==> src/rtl/player_sprite_fetch_if.sv <==
// player_sprite_fetch_if
//   Read port between the sprite fetch pipeline and the player sprite ROM.
//   rom_addr : 16-bit read address, registered by the fetch block
//   rom_data : 2-bit palette index, valid one Clk after rom_addr
//   Modports:
//     master - the fetch block (drives rom_addr, reads rom_data)
//     slave  - the ROM (reads rom_addr, drives rom_data)
interface player_sprite_fetch_if;
  logic [15:0] rom_addr;
  logic [1:0]  rom_data;

  modport master (output rom_addr, input rom_data);
  modport slave  (input rom_addr, output rom_data);
endinterface

==> src/rtl/player_sprite_fetch.sv <==
// player_sprite_fetch
//   Pixel pipeline that turns the current scan position into a player sprite
//   ROM read and returns a registered palette index, plus a small animation
//   sequencer that steps the sprite frame on vertical-sync edges.
//   Ports:
//     Clk, Reset_n      - system clock, asynchronous active-low reset
//     frame_clk         - vertical-sync level, sampled in the Clk domain
//     DrawX, DrawY      - current scan pixel
//     PosX, PosY        - sprite top-left corner
//     anim_en           - run the animation sequencer
//     flip              - mirror the sprite horizontally
//     rom               - ROM read port (rom_addr out, rom_data in)
//     pixel_index       - registered palette index (0 = transparent)
//     pixel_valid       - visible, non-transparent sprite pixel
//     frame_sel         - current animation frame
//   Latency from scan inputs to pixel_index/pixel_valid is 3 Clk:
//   address register, ROM read, output register.
module player_sprite_fetch #(
  parameter int SPRITE_W   = 60,
  parameter int SPRITE_H   = 100,
  parameter int NUM_FRAMES = 6,
  parameter int FRAME_HOLD = 4
) (
  input  logic                        Clk,
  input  logic                        Reset_n,
  input  logic                        frame_clk,
  input  logic [9:0]                  DrawX,
  input  logic [9:0]                  DrawY,
  input  logic [9:0]                  PosX,
  input  logic [9:0]                  PosY,
  input  logic                        anim_en,
  input  logic                        flip,
  player_sprite_fetch_if.master       rom,
  output logic [1:0]                  pixel_index,
  output logic                        pixel_valid,
  output logic [2:0]                  frame_sel
);

  localparam int HOLD_W = (FRAME_HOLD > 1) ? $clog2(FRAME_HOLD) : 1;
  localparam logic [HOLD_W-1:0] HOLD_LAST  = HOLD_W'(FRAME_HOLD - 1);
  localparam logic [HOLD_W-1:0] HOLD_ONE   = HOLD_W'(1);
  localparam logic [2:0]        FRAME_LAST = 3'(NUM_FRAMES - 1);

  typedef enum logic {
    IDLE = 1'b0,
    RUN  = 1'b1
  } state_t;

  state_t             state;
  state_t             state_next;
  logic [HOLD_W-1:0]  hold_cnt;
  logic [HOLD_W-1:0]  hold_next;
  logic [2:0]         frame_next;
  logic               frame_clk_q;
  logic               tick;

  logic [10:0]        draw_x_ext;
  logic [10:0]        draw_y_ext;
  logic [10:0]        pos_x_ext;
  logic [10:0]        pos_y_ext;
  logic               in_box;
  logic [9:0]         rel_x;
  logic [9:0]         rel_y;
  logic [9:0]         col;
  logic [15:0]        addr_next;

  logic [15:0]        rom_addr_q;
  logic               in_box_d1;
  logic               in_box_d2;

  // Rising-edge detect on the sync level; frame_clk_q resets low so a level
  // already high at reset release counts as an edge.
  assign tick = frame_clk & ~frame_clk_q;

  // Animation state, hold counter and frame register.
  always_ff @(posedge Clk or negedge Reset_n) begin
    if (!Reset_n) begin
      state       <= IDLE;
      hold_cnt    <= '0;
      frame_sel   <= 3'd0;
      frame_clk_q <= 1'b0;
    end else begin
      state       <= state_next;
      hold_cnt    <= hold_next;
      frame_sel   <= frame_next;
      frame_clk_q <= frame_clk;
    end
  end

  // Sequencer next-state: leaving RUN clears the frame in the same cycle and
  // drops any coincident tick.
  always_comb begin
    state_next = state;
    hold_next  = hold_cnt;
    frame_next = frame_sel;
    case (state)
      IDLE: begin
        hold_next  = '0;
        frame_next = 3'd0;
        if (anim_en) begin
          state_next = RUN;
        end else begin
          state_next = IDLE;
        end
      end
      RUN: begin
        if (!anim_en) begin
          state_next = IDLE;
          hold_next  = '0;
          frame_next = 3'd0;
        end else if (tick) begin
          if (hold_cnt == HOLD_LAST) begin
            hold_next = '0;
            if (frame_sel == FRAME_LAST) begin
              frame_next = 3'd0;
            end else begin
              frame_next = frame_sel + 3'd1;
            end
          end else begin
            hold_next = hold_cnt + HOLD_ONE;
          end
        end else begin
          hold_next = hold_cnt;
        end
      end
      default: begin
        state_next = IDLE;
        hold_next  = '0;
        frame_next = 3'd0;
      end
    endcase
  end

  // Bounding box in 11 bits so a sprite near the right/bottom edge does not
  // wrap around and match small scan coordinates.
  always_comb begin
    draw_x_ext = {1'b0, DrawX};
    draw_y_ext = {1'b0, DrawY};
    pos_x_ext  = {1'b0, PosX};
    pos_y_ext  = {1'b0, PosY};
    in_box     = (draw_x_ext >= pos_x_ext) && (draw_x_ext < pos_x_ext + 11'(SPRITE_W)) &&
                 (draw_y_ext >= pos_y_ext) && (draw_y_ext < pos_y_ext + 11'(SPRITE_H));
  end

  // ROM address for the current pixel; arithmetic is done modulo 2^16.
  always_comb begin
    rel_x = DrawX - PosX;
    rel_y = DrawY - PosY;
    if (flip) begin
      col = 10'(SPRITE_W - 1) - rel_x;
    end else begin
      col = rel_x;
    end
    if (in_box) begin
      addr_next = 16'(frame_sel) * 16'(SPRITE_W * SPRITE_H) +
                  16'(rel_y) * 16'(SPRITE_W) + 16'(col);
    end else begin
      addr_next = 16'd0;
    end
  end

  // Pixel pipeline: address register, ROM read alignment, output register.
  always_ff @(posedge Clk or negedge Reset_n) begin
    if (!Reset_n) begin
      rom_addr_q  <= 16'd0;
      in_box_d1   <= 1'b0;
      in_box_d2   <= 1'b0;
      pixel_index <= 2'd0;
      pixel_valid <= 1'b0;
    end else begin
      rom_addr_q  <= addr_next;
      in_box_d1   <= in_box;
      in_box_d2   <= in_box_d1;
      pixel_index <= in_box_d2 ? rom.rom_data : 2'd0;
      pixel_valid <= in_box_d2 & (rom.rom_data != 2'd0);
    end
  end

  assign rom.rom_addr = rom_addr_q;

endmodule
==> src/flat_wrapper.sv <==
// flat-port wrapper written by rule: the top's interface ports become plain ports
module player_sprite_fetch_flat 
#(
  parameter int SPRITE_W   = 60,
  parameter int SPRITE_H   = 100,
  parameter int NUM_FRAMES = 6,
  parameter int FRAME_HOLD = 4
)
  (Clk, Reset_n, frame_clk, DrawX, DrawY, PosX, PosY, anim_en, flip, pixel_index, pixel_valid, frame_sel, rom_rom_addr, rom_rom_data);
  player_sprite_fetch_if rom_i ();
  input  logic Clk;
  input  logic Reset_n;
  input  logic frame_clk;
  input  logic [9:0] DrawX;
  input  logic [9:0] DrawY;
  input  logic [9:0] PosX;
  input  logic [9:0] PosY;
  input  logic anim_en;
  input  logic flip;
  output logic [1:0] pixel_index;
  output logic pixel_valid;
  output logic [2:0] frame_sel;
  output wire logic [$bits(rom_i.rom_addr)-1:0] rom_rom_addr;
  input wire logic [$bits(rom_i.rom_data)-1:0] rom_rom_data;
  assign rom_rom_addr = rom_i.rom_addr;
  assign rom_i.rom_data = rom_rom_data;
  player_sprite_fetch #(.SPRITE_W(SPRITE_W), .SPRITE_H(SPRITE_H), .NUM_FRAMES(NUM_FRAMES), .FRAME_HOLD(FRAME_HOLD)) u_core (.Clk(Clk), .Reset_n(Reset_n), .frame_clk(frame_clk), .DrawX(DrawX), .DrawY(DrawY), .PosX(PosX), .PosY(PosY), .anim_en(anim_en), .flip(flip), .rom(rom_i), .pixel_index(pixel_index), .pixel_valid(pixel_valid), .frame_sel(frame_sel));
endmodule
==> config.mk <==
export PLATFORM = sky130hd
export DESIGN_NAME = player_sprite_fetch_flat
export DESIGN_NICKNAME = d
export VERILOG_FILES = /design/src/rtl/player_sprite_fetch_if.sv /design/src/rtl/player_sprite_fetch.sv /design/src/flat_wrapper.sv
export SDC_FILE = /design/constraint.sdc
export NUM_CORES = 1
export LEC_CHECK = 0
export ABC_AREA = 1
export CAP_MARGIN = 5
export CORE_ASPECT_RATIO = 0.6
export CORE_MARGIN = 3
export CORE_UTILIZATION = 55
export DETAILED_ROUTE_END_ITERATION = 6
export HOLD_SLACK_MARGIN = 0.12
export PLACE_DENSITY_LB_ADDON = 0.1
export SLEW_MARGIN = 20
export SYNTH_ARGS = -nofsm -noshare
export SYNTH_HDL_FRONTEND = slang
export SYNTH_SLANG_ARGS = --single-unit
export TNS_END_PERCENT = 30
==> constraint.sdc <==
create_clock -name Clk -period 9.1 [get_ports Clk]
set_input_delay 2.275 -clock Clk [delete_from_list [all_inputs] [get_ports Clk]]
set_output_delay 2.275 -clock Clk [all_outputs]
set_load 0.03 [all_outputs]
==> metrics.md, run 1 <==
| Metric | Value |
|---|---|
| Run status | complete, no violations |
| Top post-synthesis cells by area | ha_1 (21%), dfrtp_1 (14%), nand2_1 (12%) |
| Average instance area after synthesis | 7.10 sq um |
| Clock buffers created by TritonCTS | 3 |
| Portion of the post-synthesis area used by sequential elements | 13.6% |
| Relative slew slack | between 60% and 70% |
| Shortest clock period the worst path allows after layout | 8010 ps |
| # hold bufs at CTS | 0 |
| Synthesis-stage register bit count | 28 |
| Cells on worst reg2reg path | 15 |
| CP Class | input pin to flop |
| Setup slack of the most critical reg-to-reg path | 5090 ps |
| Critical R2R Launch | u_core.frame_sel[2]$_DFFE_PN0P_ |
| Clock net sink count | 28 |
| Cell area after technology mapping | between 5000 and 6000 sq um |
| CP startpoint kind | input pin |
| Overall fraction of global-route tracks in use | 22.0% |
| Signal arrival time at the worst endpoint | between 8000 and 9000 ps |
| Worst endpoint required time | 9250 ps |
| Fraction of registers with async set/reset | 100% |
| Largest net degree at the start of global routing | 29 |
| End point of the most critical hold path | u_core.in_box_d2$_DFF_PN0_ |
| Share of the clock period used by the worst path | 88.1% |
| Dpl cell area | 5970 sq um |
| Global-route wire length before repair | 19500 um |
| Initial standard-cell utilization of the core | between 50% and 60% |
| Die outline width | 131 um |
| Hold wc startpoint | u_core.in_box_d1$_DFF_PN0_ |
| Clock tree from TritonCTS | built |
| Post-synth EDFFs | 0 |
| Top cell type by total area after synthesis | ha_1 |
| Antenna violations before repair | 0 |
| Via count of the first global-routing pass | 4320 |
| Router iterations before antenna repair | 5 |
| Max Clock Freq | 0.125 GHz |
| Fin Clk Skew | 3.18 ps |
| Worst-case setup slack after placement | about 960 ps |
| Clock latency at the later pin of the worst-skew pair | 260 ps |
| Average detailed-routed wire length per instance | 12.5 um |
| Worst Hold Class | flop to flop |
| Synthesis Warnings | 0 |
| IO Count | between 60 and 70 |
| Kind of capture point of the worst setup path | flop |
| Area growth from synthesis to layout | 17.7% |
| Final setup fails | 0 |
| Sum of routed wire length over all layers | 11500 um |
| Bufs on Longest Clock Path | 2 |
| Total global routing overflow | 0 |
| Post-CTS setup buffers | 0 |
| Clock Root Buffer | clkbuf_16 |
| Placeable core region | 8820 sq um |
| Finished Layout Cells | 922 |
| Portion of synthesized cell area occupied by the leading cell type | a little over a fifth |
| Fin area | just over 6000 sq um |
| Number of distinct library cells after synthesis | 39 |
| Antenna Nets Post-Route | 0 |
| Post-layout nets | 957 |
| Total of max-cap violations | 0 |
| Half-perimeter wire length of the detailed placement result | ~10000 um |
| Final max-slew violation count | 0 |
| CP max FO | 6 |
| Ant diodes | 0 |
| Initial DRC count | 373 |
| Syn Inst Count | 727 |
| Register clock-pin slew on the reported worst setup and hold paths | 60 ps |
| Maximum level of the CTS H-tree | 1 |
| # resized after CTS | 0 |
| Total negative slack | 0 ps |
| Number of endpoints with negative hold slack in the final report | 0 |
| DIE AREA | 10600 sq um |
| Cell depth of the worst hold path | 0 |
| Synthesized net count | 887 |
| I/O Buffers | 68 |
| Least-Margin Pin Slew | 459 ps |
| Vias after detailed routing | around 4.7k |
| Die Y | 81.0 um |
| Site Rows | 26 |
| Post-detailed-route DRC marker count | 0 |
| Post-detailed-route via-to-cell ratio | between 5 and 6 |
| RSZ-0062 raised after global routing | no |
| Final setup slack of the worst path | 1090 ps |
| Routability congestion estimate from global placement | around 0.94 |
| Fraction of layout cells with a size suffix above 1 | 4.15% |
| Worst r2r dst | u_core.rom.rom_addr[14]$_DFF_PN0_ |
| Main flop type after synthesis | dfrtp_1 |
| Number of instances in the placed design | between 900 and 1k |
[metal layers]
| layer | global-route usage (%) | part of all wire [%] | vias to the layer above |
|---|---|---|---|
| met2 | 34.3 | 40 | 146 |
| met3 | 1.64 | 5.9 | 10 |
| met5 | 0 | 0 | - |
| li1 | - | - | 2436 |
| met4 | 2.46 | 0.97 | 0 |
| met1 | 34.3 | 53 | 2116 |
[registers in the layout, indices dropped and copies added (netlist names)]
register	count
u_core.rom.rom_addr	16
u_core.pixel_valid	1
u_core.frame_clk_q	1
u_core.pixel_index	2
u_core.in_box_d1	1
u_core.frame_sel	3
u_core.hold_cnt	2
u_core.in_box_d2	1
u_core.state	1
[how the worst max path moves through the flow]
stage | from | to | slack, ps | cells after the start
after CTS | PosY[2] | u_core.rom.rom_addr[12]$_DFF_PN0_ | 1140 | 27
after global placement | PosY[2] | u_core.rom.rom_addr[12]$_DFF_PN0_ | 1030 | 27
after detailed placement | PosY[2] | u_core.rom.rom_addr[12]$_DFF_PN0_ | 960 | 27
after floorplan | DrawY[0] | u_core.rom.rom_addr[15]$_DFF_PN0_ | 1960 | 29
final | PosY[2] | u_core.rom.rom_addr[14]$_DFF_PN0_ | 1090 | 28
after global routing | PosY[2] | u_core.rom.rom_addr[12]$_DFF_PN0_ | 590 | 27
[area by class of cell]
type,count,area (sq um)
multi-input cells,542,3850
fillers,761,2740
flip-flops and latches,28,701
repair buffers,69,688
inverters,153,577
well taps,126,158
clock buffers,3,75.1
clock inverters,1,30.0
[through the flow]
step / hold slack [ps] / util (%)
finish: 354 / 68.9
global route: 369 / 68.9
CTS: 357 / 68.9
detailed placement: 342 / 67.7
global placement: 335 / 67.7
floorplan: 331 / -
[cells by family (layout without fill, tap and decap cells)]
kind of cell | after synthesis | after routing | share of synthesized area [%]
AOI/OAI and AO/OA | 81 | 81 | 8.87
xor gates and xnor gates | 53 | 53 | 9.29
adders and majority gates | 113 | 113 | 31.0
buffers and inverters | 157 | 226 | 11.9
DFF | 28 | 28 | 13.6
and+or+nand+nor | 295 | 295 | 25.4
[Yosys cell counts, types with 3 or more instances]
cell / number
a21o_1: 5
nand3_1: 39
nand2_2: 3
nor3_1: 6
fa_1: 25
nand4_1: 12
nand2_1: 164
xor2_1: 34
nor2_1: 47
o21ai_0: 11
o21bai_1: 5
nor2_2: 8
xnor2_1: 17
a21oi_1: 48
inv_1: 152
nor2_4: 5
nand3b_1: 3
ha_1: 88
a31oi_1: 3
dfrtp_1: 28
[layout by cell type (no fill, tap or decap), drive strengths merged, types with 3 or more instances in the layout]
cell type,instances
o21bai,5
a21oi,49
xnor2,18
fa,25
ha,88
a21o,5
nand3,41
a31oi,3
clkdlybuf4s50,68
nand2,167
nand3b,4
clkbuf,3
nor3,6
dfrtp,28
nor2,60
inv,153
o21ai,13
xor2,35
nand4,13
[worst max-delay path, stage by stage]
cell,delay (ps)
clkdlybuf4s50_1,550
inv_1,60
ha_1,360
a21oi_1,220
o21ai_0,150
or2_2,290
nand2_1,140
inv_1,110
fa_1,550
inv_1,50
fa_1,500
inv_1,40
ha_1,340
a21oi_1,160
nand2_1,140
a31oi_1,190
xor2_1,120
fa_1,550
inv_1,40
ha_1,370
nand2_1,100
nor3_1,180
nand2_1,90
o211ai_1,200
and2_1,210
o21ai_0,80
nand2_1,80
nor2_1,30
Power of run 1 is not shown: default switching activity piles up to over one toggle a cycle in this logic, so the estimate is an artifact.
==> inputs of run 2 (changes only) <==
Settings changed: CORE_MARGIN 3 to default.
==> run 2 against run 1 <==
Net effect:
- final cell count unchanged
- final area unchanged
- routed wire length decreased by 3.2%
- sequential share of layout area is the same
- register-to-register slack got worse by 20 ps
- fmax is 0.18% higher
- critical endpoint is now u_core.rom.rom_addr[12]$_DFF_PN0_
- clock skew down 1.5 ps
- highest routed layer unchanged
- critical path depth down 1
- global-route usage up 1.9 points
- count of clock-buffer cells in the layout did not move
- die area shrank 7.8%
==> metrics.md, run 2 (synthesis gave the netlist of run 1 again) <==
| Metric | Value |
|---|---|
| Bufs on Longest Clock Path | 2 (unchanged) |
| Relative slew slack | 68.8% (-0.50 points) |
| Post-layout nets | 957 (unchanged) |
| Worst endpoint required time | 9240 ps (about the same) |
| Global-route wire length before repair | 19500 um (about the same) |
| Maximum level of the CTS H-tree | 1 (unchanged) |
| Hold wc startpoint | u_core.in_box_d1$_DFF_PN0_ |
| Ant diodes | 0 (unchanged) |
| Run status | complete, no violations |
| Initial standard-cell utilization of the core | 58.5% (unchanged) |
| Post-detailed-route via-to-cell ratio | 5.05 (-1.1%) |
| Placeable core region | 8820 sq um (unchanged) |
| Kind of capture point of the worst setup path | flop |
| Via count of the first global-routing pass | 4322 (+0.046%) |
| Fraction of layout cells with a size suffix above 1 | 4.15% (unchanged) |
| Share of the clock period used by the worst path | 87.9% (-0.16 points) |
| Clock latency at the later pin of the worst-skew pair | 260 ps (about the same) |
| Site Rows | 26 (unchanged) |
| Max Clock Freq | 0.125 GHz (+0.18%) |
| DIE AREA | 9790 sq um (-7.8%) |
| Worst path max stage delay | 540 ps (about the same) |
| CP max FO | 6 (unchanged) |
| Routability congestion estimate from global placement | 0.855 (-8.8%) |
| Register clock-pin slew on the reported worst setup and hold paths | 60 ps (about the same) |
| Worst r2r dst | u_core.rom.rom_addr[12]$_DFF_PN0_ |
| RSZ-0062 raised after global routing | no |
| Worst-path cell with the longest stage delay | fa_1 |
| Critical path endpoint | u_core.rom.rom_addr[12]$_DFF_PN0_ |
| Vias after detailed routing | 4655 (-1.1%) |
| Critical R2R Launch | u_core.frame_sel[2]$_DFFE_PN0P_ |
| Clock Root Buffer | clkbuf_16 |
| Final max-slew violation count | 0 (unchanged) |
| Filler Cell Count | 783 (+2.9%) |
| Average detailed-routed wire length per instance | 12.1 um (-3.2%) |
| CP Class | input pin to flop |
| Largest net degree at the start of global routing | 29 (unchanged) |
| Cells on worst reg2reg path | 14 (-1) |
| Initial DRC count | 298 (-20%) |
| # hold bufs at CTS | 0 (unchanged) |
| Clock buffers created by TritonCTS | 3 (unchanged) |
| # resized after CTS | 0 (unchanged) |
| Fin Clk Skew | 1.69 ps (-1.49 ps) |
| Die outline width | 127 um (-3.1%) |
| Post-CTS setup buffers | 0 (unchanged) |
| Clock net sink count | 28 (unchanged) |
| Antenna Nets Post-Route | 0 (unchanged) |
| Sum of routed wire length over all layers | 11100 um (-3.2%) |
| Number of buffer and inverter instances along the worst setup path | 6 (unchanged) |
| Antenna violations before repair | 0 (unchanged) |
| IO Count | 69 (unchanged) |
| Most frequent cells in the layout | nand2_1 (164), inv_1 (152), ha_1 (88) |
| Number of endpoints with negative hold slack in the final report | 0 (unchanged) |
| Total negative slack | 0 ps (unchanged) |
| Die Y | 77.0 um (-4.9%) |
| Commonest non-fill, non-tap cell in the layout | nand2_1 |
| Setup slack of the most critical reg-to-reg path | 5070 ps (-20 ps) |
| Worst Hold Class | flop to flop |
| Cell with the most instances on the worst path | inv_1 |
| Clock tree from TritonCTS | built |
| Post-detailed-route DRC marker count | 0 (unchanged) |
| Flip-flop count of the largest register after layout | 16 (unchanged) |
| Overall fraction of global-route tracks in use | 24.0% (+1.9 points) |
| Least-Margin Pin Slew | 467 ps (+7.47 ps) |
| Signal arrival time at the worst endpoint | 8140 ps (-20 ps) |
| I/O Buffers | 68 (unchanged) |
| Shortest clock period the worst path allows after layout | 8000 ps (-14.5 ps) |
| Launching instance or port of the critical path | PosY[2] |
| Half-perimeter wire length of the detailed placement result | 9670 um (-2.5%) |
| Total stage count of the critical path | 27 (-3.6%) |
| Top delay family on crit path | adder cells |
| Total of max-cap violations | 0 (unchanged) |
| Router iterations before antenna repair | 5 (unchanged) |
| CP startpoint kind | input pin |
| Final setup fails | 0 (unchanged) |
| Total global routing overflow | 0 (unchanged) |
| Area growth from synthesis to layout | 17.7% (unchanged) |
[run 2: cell counts in the layout (fill, tap and decap cells not counted)]
Identical to the previous run, type by type.
[run 2: worst min path at each step]
stage / to / slack, ps / cells after the start
3_3_place_gp: u_core.in_box_d2$_DFF_PN0_ / 340 / 0
2_1_floorplan: u_core.in_box_d2$_DFF_PN0_ / 330 / 0
5_1_grt: u_core.in_box_d2$_DFF_PN0_ / 360 / 0
4_1_cts: u_core.in_box_d2$_DFF_PN0_ / 350 / 0
3_5_place_dp: u_core.in_box_d2$_DFF_PN0_ / 330 / 0
6_report: u_core.in_box_d2$_DFF_PN0_ / 350 / 0
[run 2: metal layers]
layer,part of all wire (%),wire length (um),global-route usage [%],vias to the layer above
met3,5.6,619,1.95,4
met5,0,0,0,-
li1,-,-,-,2432
met1,54,6030,37.3,2081
met4,0.27,30,2.14,0
met2,40,4440,37.0,138
[run 2: layout make-up]
| type | instances | area, sq um | share of cell area (%) |
|---|---|---|---|
| clock buffer | 3 | 75.1 | 1.24 |
| clock inverter | 1 | 30.0 | 0.494 |
| sequential | 28 | 701 | 11.5 |
| tap | 126 | 158 | 2.59 |
| multi-input combinational | 542 | 3850 | 63.3 |
| inverter | 153 | 577 | 9.49 |
| timing repair buffer | 69 | 688 | 11.3 |
[run 2: stage by stage]
step	worst slack [ps]	hold slack [ps]	utilization (%)	cells	instance area, sq um
6_report	1100	349	68.9	922	6080
5_1_grt	672	359	68.9	922	6080
4_1_cts	1200	350	68.9	922	6080
3_5_place_dp	956	335	67.7	918	5970
3_3_place_gp	1030	336	67.7	918	5970
2_1_floorplan	1960	331	-	727	5160
Power of run 2 is left out for the same reason.
